<file path="src/rtl/i2c_pkg.sv">
// Shared types and constants for the codec control-port I2C target.
// Also holds the word-packing helper that turns a {reg, data} pair into the two bus bytes.
package i2c_pkg;

    typedef enum logic [2:0] {
        ST_IDLE     = 3'd0,
        ST_DEV_ADDR = 3'd1,
        ST_ADDR_ACK = 3'd2,
        ST_BYTE_HI  = 3'd3,
        ST_HI_ACK   = 3'd4,
        ST_BYTE_LO  = 3'd5,
        ST_LO_ACK   = 3'd6,
        ST_IGNORE   = 3'd7
    } state_e;

    localparam logic [6:0] REG_LINE_IN_L    = 7'd0;
    localparam logic [6:0] REG_LINE_IN_R    = 7'd1;
    localparam logic [6:0] REG_HP_OUT_L     = 7'd2;
    localparam logic [6:0] REG_HP_OUT_R     = 7'd3;
    localparam logic [6:0] REG_ANALOG_PATH  = 7'd4;
    localparam logic [6:0] REG_DIGITAL_PATH = 7'd5;
    localparam logic [6:0] REG_POWER_DOWN   = 7'd6;
    localparam logic [6:0] REG_DIGITAL_IF   = 7'd7;
    localparam logic [6:0] REG_SAMPLING     = 7'd8;
    localparam logic [6:0] REG_ACTIVE       = 7'd9;
    localparam logic [6:0] REG_RESET        = 7'd15;

    // Returns {hi byte, lo byte}: hi = {reg_idx, data[8]}, lo = data[7:0].
    function automatic logic [15:0] pack_word(input logic [6:0] reg_idx, input logic [8:0] data);
        return {reg_idx, data};
    endfunction

endpackage

</file>
<file path="src/rtl/i2c_codec_reg_target_sampler.sv">
// Bus sampler: two-flop synchronizers plus a history flop on SCL and SDA,
// producing edge strobes and START/STOP conditions on the synchronized values.
module i2c_bus_sampler (
    input  logic clk,
    input  logic reset,
    input  logic i2c_sclk,
    input  logic i2c_sdat_in,
    output logic scl_rise,
    output logic scl_fall,
    output logic start,
    output logic stop,
    output logic sda_s
);

    // bit 0 = metastable stage, bit 1 = synchronized value, bit 2 = history
    logic [2:0] scl_q;
    logic [2:0] scl_d;
    logic [2:0] sda_q;
    logic [2:0] sda_d;

    // Shift each pad input into its synchronizer/history chain.
    always_comb begin
        scl_d = {scl_q[1:0], i2c_sclk};
        sda_d = {sda_q[1:0], i2c_sdat_in};
    end

    // Synchronizer flops; idle bus level is high.
    always_ff @(posedge clk) begin
        if (reset) begin
            scl_q <= 3'b111;
            sda_q <= 3'b111;
        end else begin
            scl_q <= scl_d;
            sda_q <= sda_d;
        end
    end

    // Edge and bus-condition detection on synchronized vs history values.
    always_comb begin
        scl_rise = scl_q[1] & ~scl_q[2];
        scl_fall = ~scl_q[1] & scl_q[2];
        start    = scl_q[1] & scl_q[2] & ~sda_q[1] & sda_q[2];
        stop     = scl_q[1] & scl_q[2] & sda_q[1] & ~sda_q[2];
        sda_s    = sda_q[1];
    end

endmodule

</file>
<file path="src/rtl/i2c_codec_reg_target.sv">
// I2C target modelling the audio codec control port: address match, 16-bit word
// reception with ACKs, and a 9-bit register file readable by local logic.
module i2c_codec_reg_target
    import i2c_pkg::*;
#(
    parameter logic [6:0] DEVICE_ADDR = 7'h1A,
    parameter int         NUM_REGS    = 11,
    parameter logic [6:0] RESET_REG   = 7'h0F
) (
    input  logic       clk,
    input  logic       reset,
    input  logic       i2c_sclk,
    input  logic       i2c_sdat_in,
    output logic       i2c_sdat_oe,
    input  logic [3:0] rd_addr,
    output logic [8:0] rd_data,
    output logic       wr_valid,
    output logic [6:0] wr_addr,
    output logic [8:0] wr_data,
    output logic       busy,
    output logic [7:0] nack_count
);

    logic scl_rise;
    logic scl_fall;
    logic start;
    logic stop;
    logic sda_s;

    i2c_bus_sampler u_sampler (
        .clk        (clk),
        .reset      (reset),
        .i2c_sclk   (i2c_sclk),
        .i2c_sdat_in(i2c_sdat_in),
        .scl_rise   (scl_rise),
        .scl_fall   (scl_fall),
        .start      (start),
        .stop       (stop),
        .sda_s      (sda_s)
    );

    state_e     state_q,     state_d;
    logic [2:0] bit_cnt_q,   bit_cnt_d;
    logic [7:0] shift_q,     shift_d;
    logic [7:0] hi_q,        hi_d;
    logic       ack_drive_q, ack_drive_d;
    logic       sdat_oe_q,   sdat_oe_d;
    logic       busy_q,      busy_d;
    logic [7:0] nack_q,      nack_d;
    logic       wr_valid_q,  wr_valid_d;
    logic [6:0] wr_addr_q,   wr_addr_d;
    logic [8:0] wr_data_q,   wr_data_d;
    logic [8:0] regs_q [NUM_REGS];
    logic [8:0] regs_d [NUM_REGS];

    logic [7:0] byte_s;
    logic       addr_match_s;

    assign byte_s       = {shift_q[6:0], sda_s};
    assign addr_match_s = (byte_s[7:1] == DEVICE_ADDR) && (byte_s[0] == 1'b0);

    // Next-state logic: bus conditions first, then per-state bit/ACK handling.
    always_comb begin
        state_d     = state_q;
        bit_cnt_d   = bit_cnt_q;
        shift_d     = shift_q;
        hi_d        = hi_q;
        ack_drive_d = ack_drive_q;
        sdat_oe_d   = sdat_oe_q;
        busy_d      = busy_q;
        nack_d      = nack_q;
        wr_valid_d  = 1'b0;
        wr_addr_d   = wr_addr_q;
        wr_data_d   = wr_data_q;
        regs_d      = regs_q;
        if (start) begin
            state_d     = ST_DEV_ADDR;
            bit_cnt_d   = 3'd0;
            busy_d      = 1'b1;
            sdat_oe_d   = 1'b0;
            ack_drive_d = 1'b0;
        end else if (stop) begin
            state_d     = ST_IDLE;
            bit_cnt_d   = 3'd0;
            busy_d      = 1'b0;
            sdat_oe_d   = 1'b0;
            ack_drive_d = 1'b0;
        end else begin
            case (state_q)
                ST_DEV_ADDR, ST_BYTE_HI, ST_BYTE_LO: begin
                    if (scl_rise) begin
                        shift_d   = byte_s;
                        bit_cnt_d = bit_cnt_q + 3'd1;
                        if (bit_cnt_q == 3'd7) begin
                            if (state_q == ST_DEV_ADDR) begin
                                if (addr_match_s) begin
                                    state_d = ST_ADDR_ACK;
                                end else begin
                                    state_d = ST_IGNORE;
                                    nack_d  = (nack_q == 8'hFF) ? nack_q : nack_q + 8'd1;
                                end
                            end else if (state_q == ST_BYTE_HI) begin
                                hi_d    = byte_s;
                                state_d = ST_HI_ACK;
                            end else begin
                                state_d    = ST_LO_ACK;
                                wr_valid_d = 1'b1;
                                wr_addr_d  = hi_q[7:1];
                                wr_data_d  = {hi_q[0], byte_s};
                                // Unmapped addresses still pulse wr_valid but leave the file alone.
                                if (int'(hi_q[7:1]) < NUM_REGS) begin
                                    regs_d[hi_q[4:1]] = {hi_q[0], byte_s};
                                end else if (hi_q[7:1] == RESET_REG) begin
                                    regs_d = '{default: 9'd0};
                                end else begin
                                    regs_d = regs_q;
                                end
                            end
                        end else begin
                            state_d = state_q;
                        end
                    end else begin
                        shift_d = shift_q;
                    end
                end
                ST_ADDR_ACK, ST_HI_ACK, ST_LO_ACK: begin
                    if (scl_fall) begin
                        if (ack_drive_q) begin
                            ack_drive_d = 1'b0;
                            sdat_oe_d   = 1'b0;
                            bit_cnt_d   = 3'd0;
                            state_d     = (state_q == ST_HI_ACK) ? ST_BYTE_LO : ST_BYTE_HI;
                        end else begin
                            ack_drive_d = 1'b1;
                            sdat_oe_d   = 1'b1;
                        end
                    end else begin
                        ack_drive_d = ack_drive_q;
                    end
                end
                default: begin
                    state_d = state_q;
                end
            endcase
        end
    end

    // Control, output and register-file state.
    always_ff @(posedge clk) begin
        if (reset) begin
            state_q     <= ST_IDLE;
            bit_cnt_q   <= 3'd0;
            shift_q     <= 8'd0;
            hi_q        <= 8'd0;
            ack_drive_q <= 1'b0;
            sdat_oe_q   <= 1'b0;
            busy_q      <= 1'b0;
            nack_q      <= 8'd0;
            wr_valid_q  <= 1'b0;
            wr_addr_q   <= 7'd0;
            wr_data_q   <= 9'd0;
            regs_q      <= '{default: 9'd0};
        end else begin
            state_q     <= state_d;
            bit_cnt_q   <= bit_cnt_d;
            shift_q     <= shift_d;
            hi_q        <= hi_d;
            ack_drive_q <= ack_drive_d;
            sdat_oe_q   <= sdat_oe_d;
            busy_q      <= busy_d;
            nack_q      <= nack_d;
            wr_valid_q  <= wr_valid_d;
            wr_addr_q   <= wr_addr_d;
            wr_data_q   <= wr_data_d;
            regs_q      <= regs_d;
        end
    end

    // Local read port; indices past the implemented file read as zero.
    always_comb begin
        if (int'(rd_addr) < NUM_REGS) begin
            rd_data = regs_q[rd_addr];
        end else begin
            rd_data = 9'd0;
        end
    end

    assign i2c_sdat_oe = sdat_oe_q;
    assign wr_valid    = wr_valid_q;
    assign wr_addr     = wr_addr_q;
    assign wr_data     = wr_data_q;
    assign busy        = busy_q;
    assign nack_count  = nack_q;

endmodule

</file>
<file path="config.mk">
export PLATFORM = sky130hd
export DESIGN_NAME = i2c_codec_reg_target
export DESIGN_NICKNAME = d
export VERILOG_FILES = /design/src/rtl/i2c_pkg.sv /design/src/rtl/i2c_codec_reg_target_sampler.sv /design/src/rtl/i2c_codec_reg_target.sv
export SDC_FILE = /design/constraint.sdc
export NUM_CORES = 1
export LEC_CHECK = 0
export BUFFER_PORTS_ARGS = -buffer_cell sky130_fd_sc_hd__buf_2
export CELL_PAD_IN_SITES_DETAIL_PLACEMENT = 1
export CELL_PAD_IN_SITES_GLOBAL_PLACEMENT = 1
export CORE_MARGIN = 2
export CORE_UTILIZATION = 42
export DETAILED_ROUTE_END_ITERATION = 6
export GPL_TIMING_DRIVEN = 1
export PLACE_DENSITY_LB_ADDON = 0.1
export SYNTH_ARGS = -nofsm -noshare
export SYNTH_HDL_FRONTEND = slang
export SYNTH_HIERARCHICAL = 1
export SYNTH_SLANG_ARGS = --single-unit
</file>
<file path="constraint.sdc">
create_clock -name clk -period 1.8 [get_ports clk]
set_input_delay 0.09 -clock clk [delete_from_list [all_inputs] [get_ports clk]]
set_output_delay 0.09 -clock clk [all_outputs]
set_load 0.05 [all_outputs]
</file>
# After elaboration in Yosys (flattened, before gate mapping)

Cells that the tools add are included.

Register bits after elaboration: 153
Input port bits: 8
Output and inout bits: 36

Add/sub/neg operators: 2
Order comparisons: 5
Equality and inequality tests: 18
Muxes and demuxes: 28
Bitwise logic cells: 22
Reduce and logical (&&, ||, !) cells: 19

Operators by type and width:

| kind                | count |
|---|---|
| $mux 99             | 2 |
| $bwmux 99           | 1 |
| $bmux 9 s4          | 1 |
| $demux 9 s4         | 1 |
| $mux 9              | 4 |
| $mux 3              | 10 |
| $ne 4x4->1 const B  | 4 |
| $reduce_and 8->1    | 2 |
| $reduce_and 7->1    | 2 |
| $not 1->1           | 13 |
| $eq 3x3->1 const B  | 4 |
| $pmux 3 s2          | 2 |
| $ge 5x5->1 const B  | 2 |
| $not 4->5           | 2 |
| $reduce_and 5->1    | 2 |
| $reduce_or 3->1     | 3 |
| $add 8x1->8 const B | 1 |
| $eq 8x8->1 const B  | 1 |
| $ne 2x2->1 const B  | 4 |
| $reduce_and 4->1    | 2 |
| $and 1x1->1         | 7 |
| $eq 7x4->1 const B  | 1 |
| $eq 7x5->1 const B  | 1 |
| $lt 7x4->1 const B  | 1 |
| other kinds (12)    | 21 |

# Logic depth before layout (Yosys ltp)

Depth in word-level cells: 9
Mapped depth: 9
Gate-level depth less buffers: 7

# By module

Netlist, hierarchy kept.

By module, submodules not included:

| module               | times used | cells each | area each (um2) | sequential area each (um2) |
|---|---|---|---|---|
| i2c_codec_reg_target | 1          | 633        | 6,239.7         | 2,942.8 |
| i2c_bus_sampler      | 1          | 16         | 190.2           | 120.1 |

# Worst setup path after synthesis

OpenSTA, ideal clock, no wires.

Path kind: in2out
Start: input rd_addr[0]
End: output rd_data[6]
Arrival: 2.089 ns
Path slack: -0.379 ns
Cell stages on the path: 7
Path through: buf_2 -> nor2b_1 -> clkbuf_1 -> nand2_1 -> o211ai_1 -> o21ai_0 -> o21ai_0

Word-level cells in the longest chain between the ends: 5
Elaborated cells on any way between the ends: 6
Those cells by class: order compare: 1; mux: 4; bitwise: 1

RTL lines:

| item                                      | line                        | RTL |
|---|---|---|
| from (decl)                               | i2c_codec_reg_target.sv:15  | `input logic [3:0] rd_addr,` |
| $not 4->5 (implied by the code)           | i2c_codec_reg_target.sv:182 | `rd_data = regs_q[rd_addr];` |
| $bmux 9 s4                                | i2c_codec_reg_target.sv:182 |  |
| $mux 9 (implied by the code) (2 in a row) | i2c_codec_reg_target.sv:182 |  |
| $mux 9 *                                  | i2c_codec_reg_target.sv:181 | `if (int'(rd_addr) < NUM_REGS) begin` |
| to (decl)                                 | i2c_codec_reg_target.sv:16  | `output logic [8:0] rd_data,` |

Every way passes the cells marked *; elsewhere a longest branch is shown, timed or not. The select of a mux whose other input is x is not followed.

# Worst setup path after layout

Start: register bit_cnt_q[0]
End: register regs_q[5] (netlist name)

Word-level cells in the longest chain between the ends: 2

RTL lines:

| item                       | line                        | RTL |
|---|---|---|
| from (decl)                | i2c_codec_reg_target.sv:43  | `logic [2:0] bit_cnt_q, bit_cnt_d;` |
| from (signal assigned)     | i2c_codec_reg_target.sv:165 | `bit_cnt_q <= bit_cnt_d;` |
| $eq 3x3->1                 | i2c_codec_reg_target.sv:94  | `if (bit_cnt_q == 3'd7) begin` |
| $reduce_and 8->1 (no line) | n/a                         |  |
| to (signal assigned)       | i2c_codec_reg_target.sv:175 | `regs_q <= regs_d;` |
| to (decl)                  | i2c_codec_reg_target.sv:53  | `logic [8:0] regs_q [NUM_REGS];` |

Every way passes these cells.
A chain may end at the register's enable or synchronous reset.

==> results.yml <==
drt:
  first_pass_iters: 4
  drt_wl_total_mm: 21.08
  drt_first_iter_violations: 374
  ant_nets: 0
  viasPerCell: 5.887
  dr_total_vias: 5640
  avgRoutedWirePerCell_um: 22.01
  drcViolationCount: 0
critical_path:
  start_kind: "flip-flop"
  worstPathRequired_ps: 2170
  cp_data_arrival_time_ps: 2310
  max_stage_delay_ps: 350
  cp_common_cell: "buf_6"
  cp-end-kind: "flip-flop"
  path_delay_family: "buffers and inverters"
  r2r-start: "bit_cnt_q[0]"
  crit_chain: "ha_4, ha_4, buf_6, nand3_4, nor3_4, buf_6, nand4b_1, buf_4, nor2_4, buf_6, a22o_1"
  reg2reg_slack_ps: -140
  reg2reg_to: "regs_q[5]"
  cp_max_fo: 5
  crit_cells: 11
  cp_slowest_cell: "dfxtp_2"
  crit_buf_inv: 4
  reg2reg_depth: 11
  worstSetupPathType: "flip-flop to flip-flop"
synthesis:
  postSynthCellCount: 649
  syn_avg_cell_area_um2: 9.907
  synth-seq-cells: 153
  synth-async-reset-ratio_pct: 0
  synth_edf_count: 0
  synth_flop_cell: "dfxtp_1"
  yosysWarnings: 6
  syn_nets: 660
  syn-cell-area_um2: 6430
  ys_seq_area_share_pct: 47.64
  ys_types: 55
final_layout:
  nNetsFinal: 768
  drive_gt1_share_pct: 33.51
  diodes: 0
  final_common_cell: "dfxtp_1"
  area_growth_pct: 31.64
  layout_common_cells: "dfxtp_1, buf_4, nand2_1"
timing:
  setup_tns_ps: -5422
  finClkSkew_ps: 9.748
  finalCritPeriodShare_pct: 107.8
  setup_slack_ps: -139.9
  fmax_ghz: 0.5155
  worst_slew_pin_slew_ps: 654.8
  layout_min_cycle_time_ps: 1940
  slew_headroom_pct: 55.10
  rsz0062_at_grt: "yes"
  maxSlewViolCount: 0
  finalHoldViolCount: 0
  finalSetupViolCount: 102
clock_tree:
  numCtsBuffers: 17
  h-tree-depth: 4
  clk_latency_ps: 430
  clock_sinks: 153
  cts_root_buffer: "clkbuf_16"
  clk_pin_slew_ps: 60
  cts_tree: "done"
  clock_path_buffers: 2
global_route:
  grt_pass1_vias: 6011
  grt.overflow.total: 0
  grt_start_max_net_pins: 28
  grt_usage_pct: 26.07
  grt_pass1_wl_mm: 32.45
  antenna_found_initial: 0
min_path:
  holdPathStages: 2
  min_to: "hi_q[2]"
  hp-class: "input pin to flip-flop"
  hold_start: "reset"
die:
  die-area_um2: 16320
  die_y_um: 127.7
  start_util_pct: 42.61
  boundaryPins: 44
  die_w_um: 127.7
  core_area_um2: 15090
  rows: 45
power:
  p_per_area_nw_per_um2: 818.3
  peakVddDrop_mv: 0.7397
  leakage_nw: 3.216
  power_mw: 6.926
place:
  io_buffers: 43
  place.gp.congestion: 0.8189
  dp_hpwl_mm: 13.63
run:
  cap_violations: 0
status:
  failed_checks: "negative setup slack"
  status: "finished, violations left"
cell type report:
| type | count | area [µm²] |
|---|---|---|
| Fill cell | 1632 | 6625 |
| Multi-Input combinational cell | 413 | 3369 |
| Sequential cell | 153 | 3089 |
| Timing Repair Buffer | 130 | 1089 |
| Clock buffer | 21 | 450.4 |
| Tap cell | 188 | 235.2 |
| Inverter | 42 | 157.7 |
| Clock inverter | 11 | 73.82 |
cells by family (layout without fill, tap and decap cells):
logic type                 count (synthesis)  after routing  share of synthesized area (%)
and+or+nand+nor                          183            185                          14.57
AOI/OAI and AO/OA                        175            175                          20.65
DFF                                      153            153                          47.64
buffers and inverters                     85            204                          5.293
muxes                                     47             47                          10.86
adders and majority gates                  3              3                         0.5838
xor gates and xnor gates                   3              3                         0.4087
worst max path at each step:
stage | from | endpoint | slack, ps
6_report | bit_cnt_q[0] | regs_q[5] | -140
2_1_floorplan | rd_addr[0] | rd_data[6] | -6
3_3_place_gp | bit_cnt_q[0] | regs_q[55] | -250
4_1_cts | bit_cnt_q[0] | regs_q[14] | -100
3_5_place_dp | bit_cnt_q[1] | regs_q[60] | -310
5_1_grt | bit_cnt_q[0] | regs_q[0] | -220
state kept, by name, summed over array words and instances, names as in the netlist:
| register | count |
|---|---|
| busy | 1 |
| bit_cnt_q | 3 |
| u_sampler/scl_q | 3 |
| nack_count | 8 |
| regs_q | 99 |
| u_sampler/sda_q | 3 |
| wr_valid | 1 |
| state_q | 3 |
| shift_q | 7 |
| i2c_sdat_oe | 1 |
| wr_addr | 7 |
| wr_data | 9 |
| hi_q | 8 |
worst register-to-register path, cell delays in order, from the launching register on:
cell and delay [ps]:
dfxtp_2 350, ha_4 140, ha_4 120, buf_6 100
nand3_4 80, nor3_4 170, buf_6 140, nand4b_1 210
buf_4 220, nor2_4 110, buf_6 130, a22o_1 120
power by group:
group / leakage, nW / total, mW / switching [mW] / internal (mW)
logic: 1.72 / 0.287 / 0.179 / 0.108
registers: 1.24 / 3.40 / 0.00641 / 3.39
clock network: 0.253 / 3.24 / 1.44 / 1.79
total: 3.22 / 6.93 / 1.63 / 5.30
synth_stat cells (2+ instances only):
master / number / area [µm²]
nor2_1: 45 / 168.9
mux2i_1: 27 / 270.3
buf_1: 2 / 7.510
inv_1: 42 / 157.7
o21ai_0: 12 / 60.06
o32ai_1: 36 / 315.3
nor3_1: 7 / 35.03
a21bo_2: 2 / 20.02
nand3_1: 11 / 55.05
nor2_2: 2 / 12.51
a21o_1: 2 / 15.01
and4b_1: 4 / 40.04
mux2_2: 2 / 22.52
nand4_1: 2 / 12.51
a211oi_1: 2 / 15.01
and2_1: 6 / 37.54
o22ai_1: 2 / 12.51
clkbuf_1: 26 / 97.59
nor4_1: 2 / 12.51
nor3_2: 2 / 20.02
nand2b_1: 3 / 18.77
nand2_1: 61 / 229.0
xnor2_1: 2 / 17.52
or2_1: 6 / 37.54
nand3b_1: 3 / 22.52
o2bb2ai_1: 20 / 175.2
or4b_1: 2 / 20.02
nor2b_1: 9 / 56.30
o211ai_1: 3 / 22.52
nor2_4: 3 / 33.78
a22o_1: 43 / 376.6
and3_1: 6 / 37.54
a21oi_1: 39 / 195.2
ha_1: 3 / 37.54
buf_2: 14 / 70.07
a22oi_1: 8 / 60.06
dfxtp_1: 153 / 3063
mux4_2: 18 / 405.4
stage by stage:
stage	hold slack [ps]	setup slack [ps]	cell area (µm²)	utilization [%]	instances
final	169.7	-139.9	8464	56.09	958
after global routing	191.8	-215.1	8464	56.09	958
after CTS	130.9	-95.29	8147	53.99	948
after detailed placement	273.0	-313.7	7292	48.33	902
after global placement	272.6	-245.2	7292	48.33	902
after floorplan	187.1	-6.088	6474	-	649
repair_timing:
item / CTS / global route
buffers inserted: 9 / 6
hold endpoints to repair: 2 / 0
resized for setup: 61 / 59
pin swaps: 26 / 13
cloned: 3 / 5
endpoints found under the setup margin: 141 / 146
hold buffers: 2 / 0
routing by layer:
metal | vias to the layer above | GRT usage (%) | wire [µm]
met1 | 2848 | 30.92 | 8827
li1 | 2622 | - | -
met3 | 36 | 4.925 | 843
met5 | - | 0 | 0
met4 | 0 | 12.02 | 698
met2 | 134 | 45.74 | 10710
(Power assumes the default switching activity.)
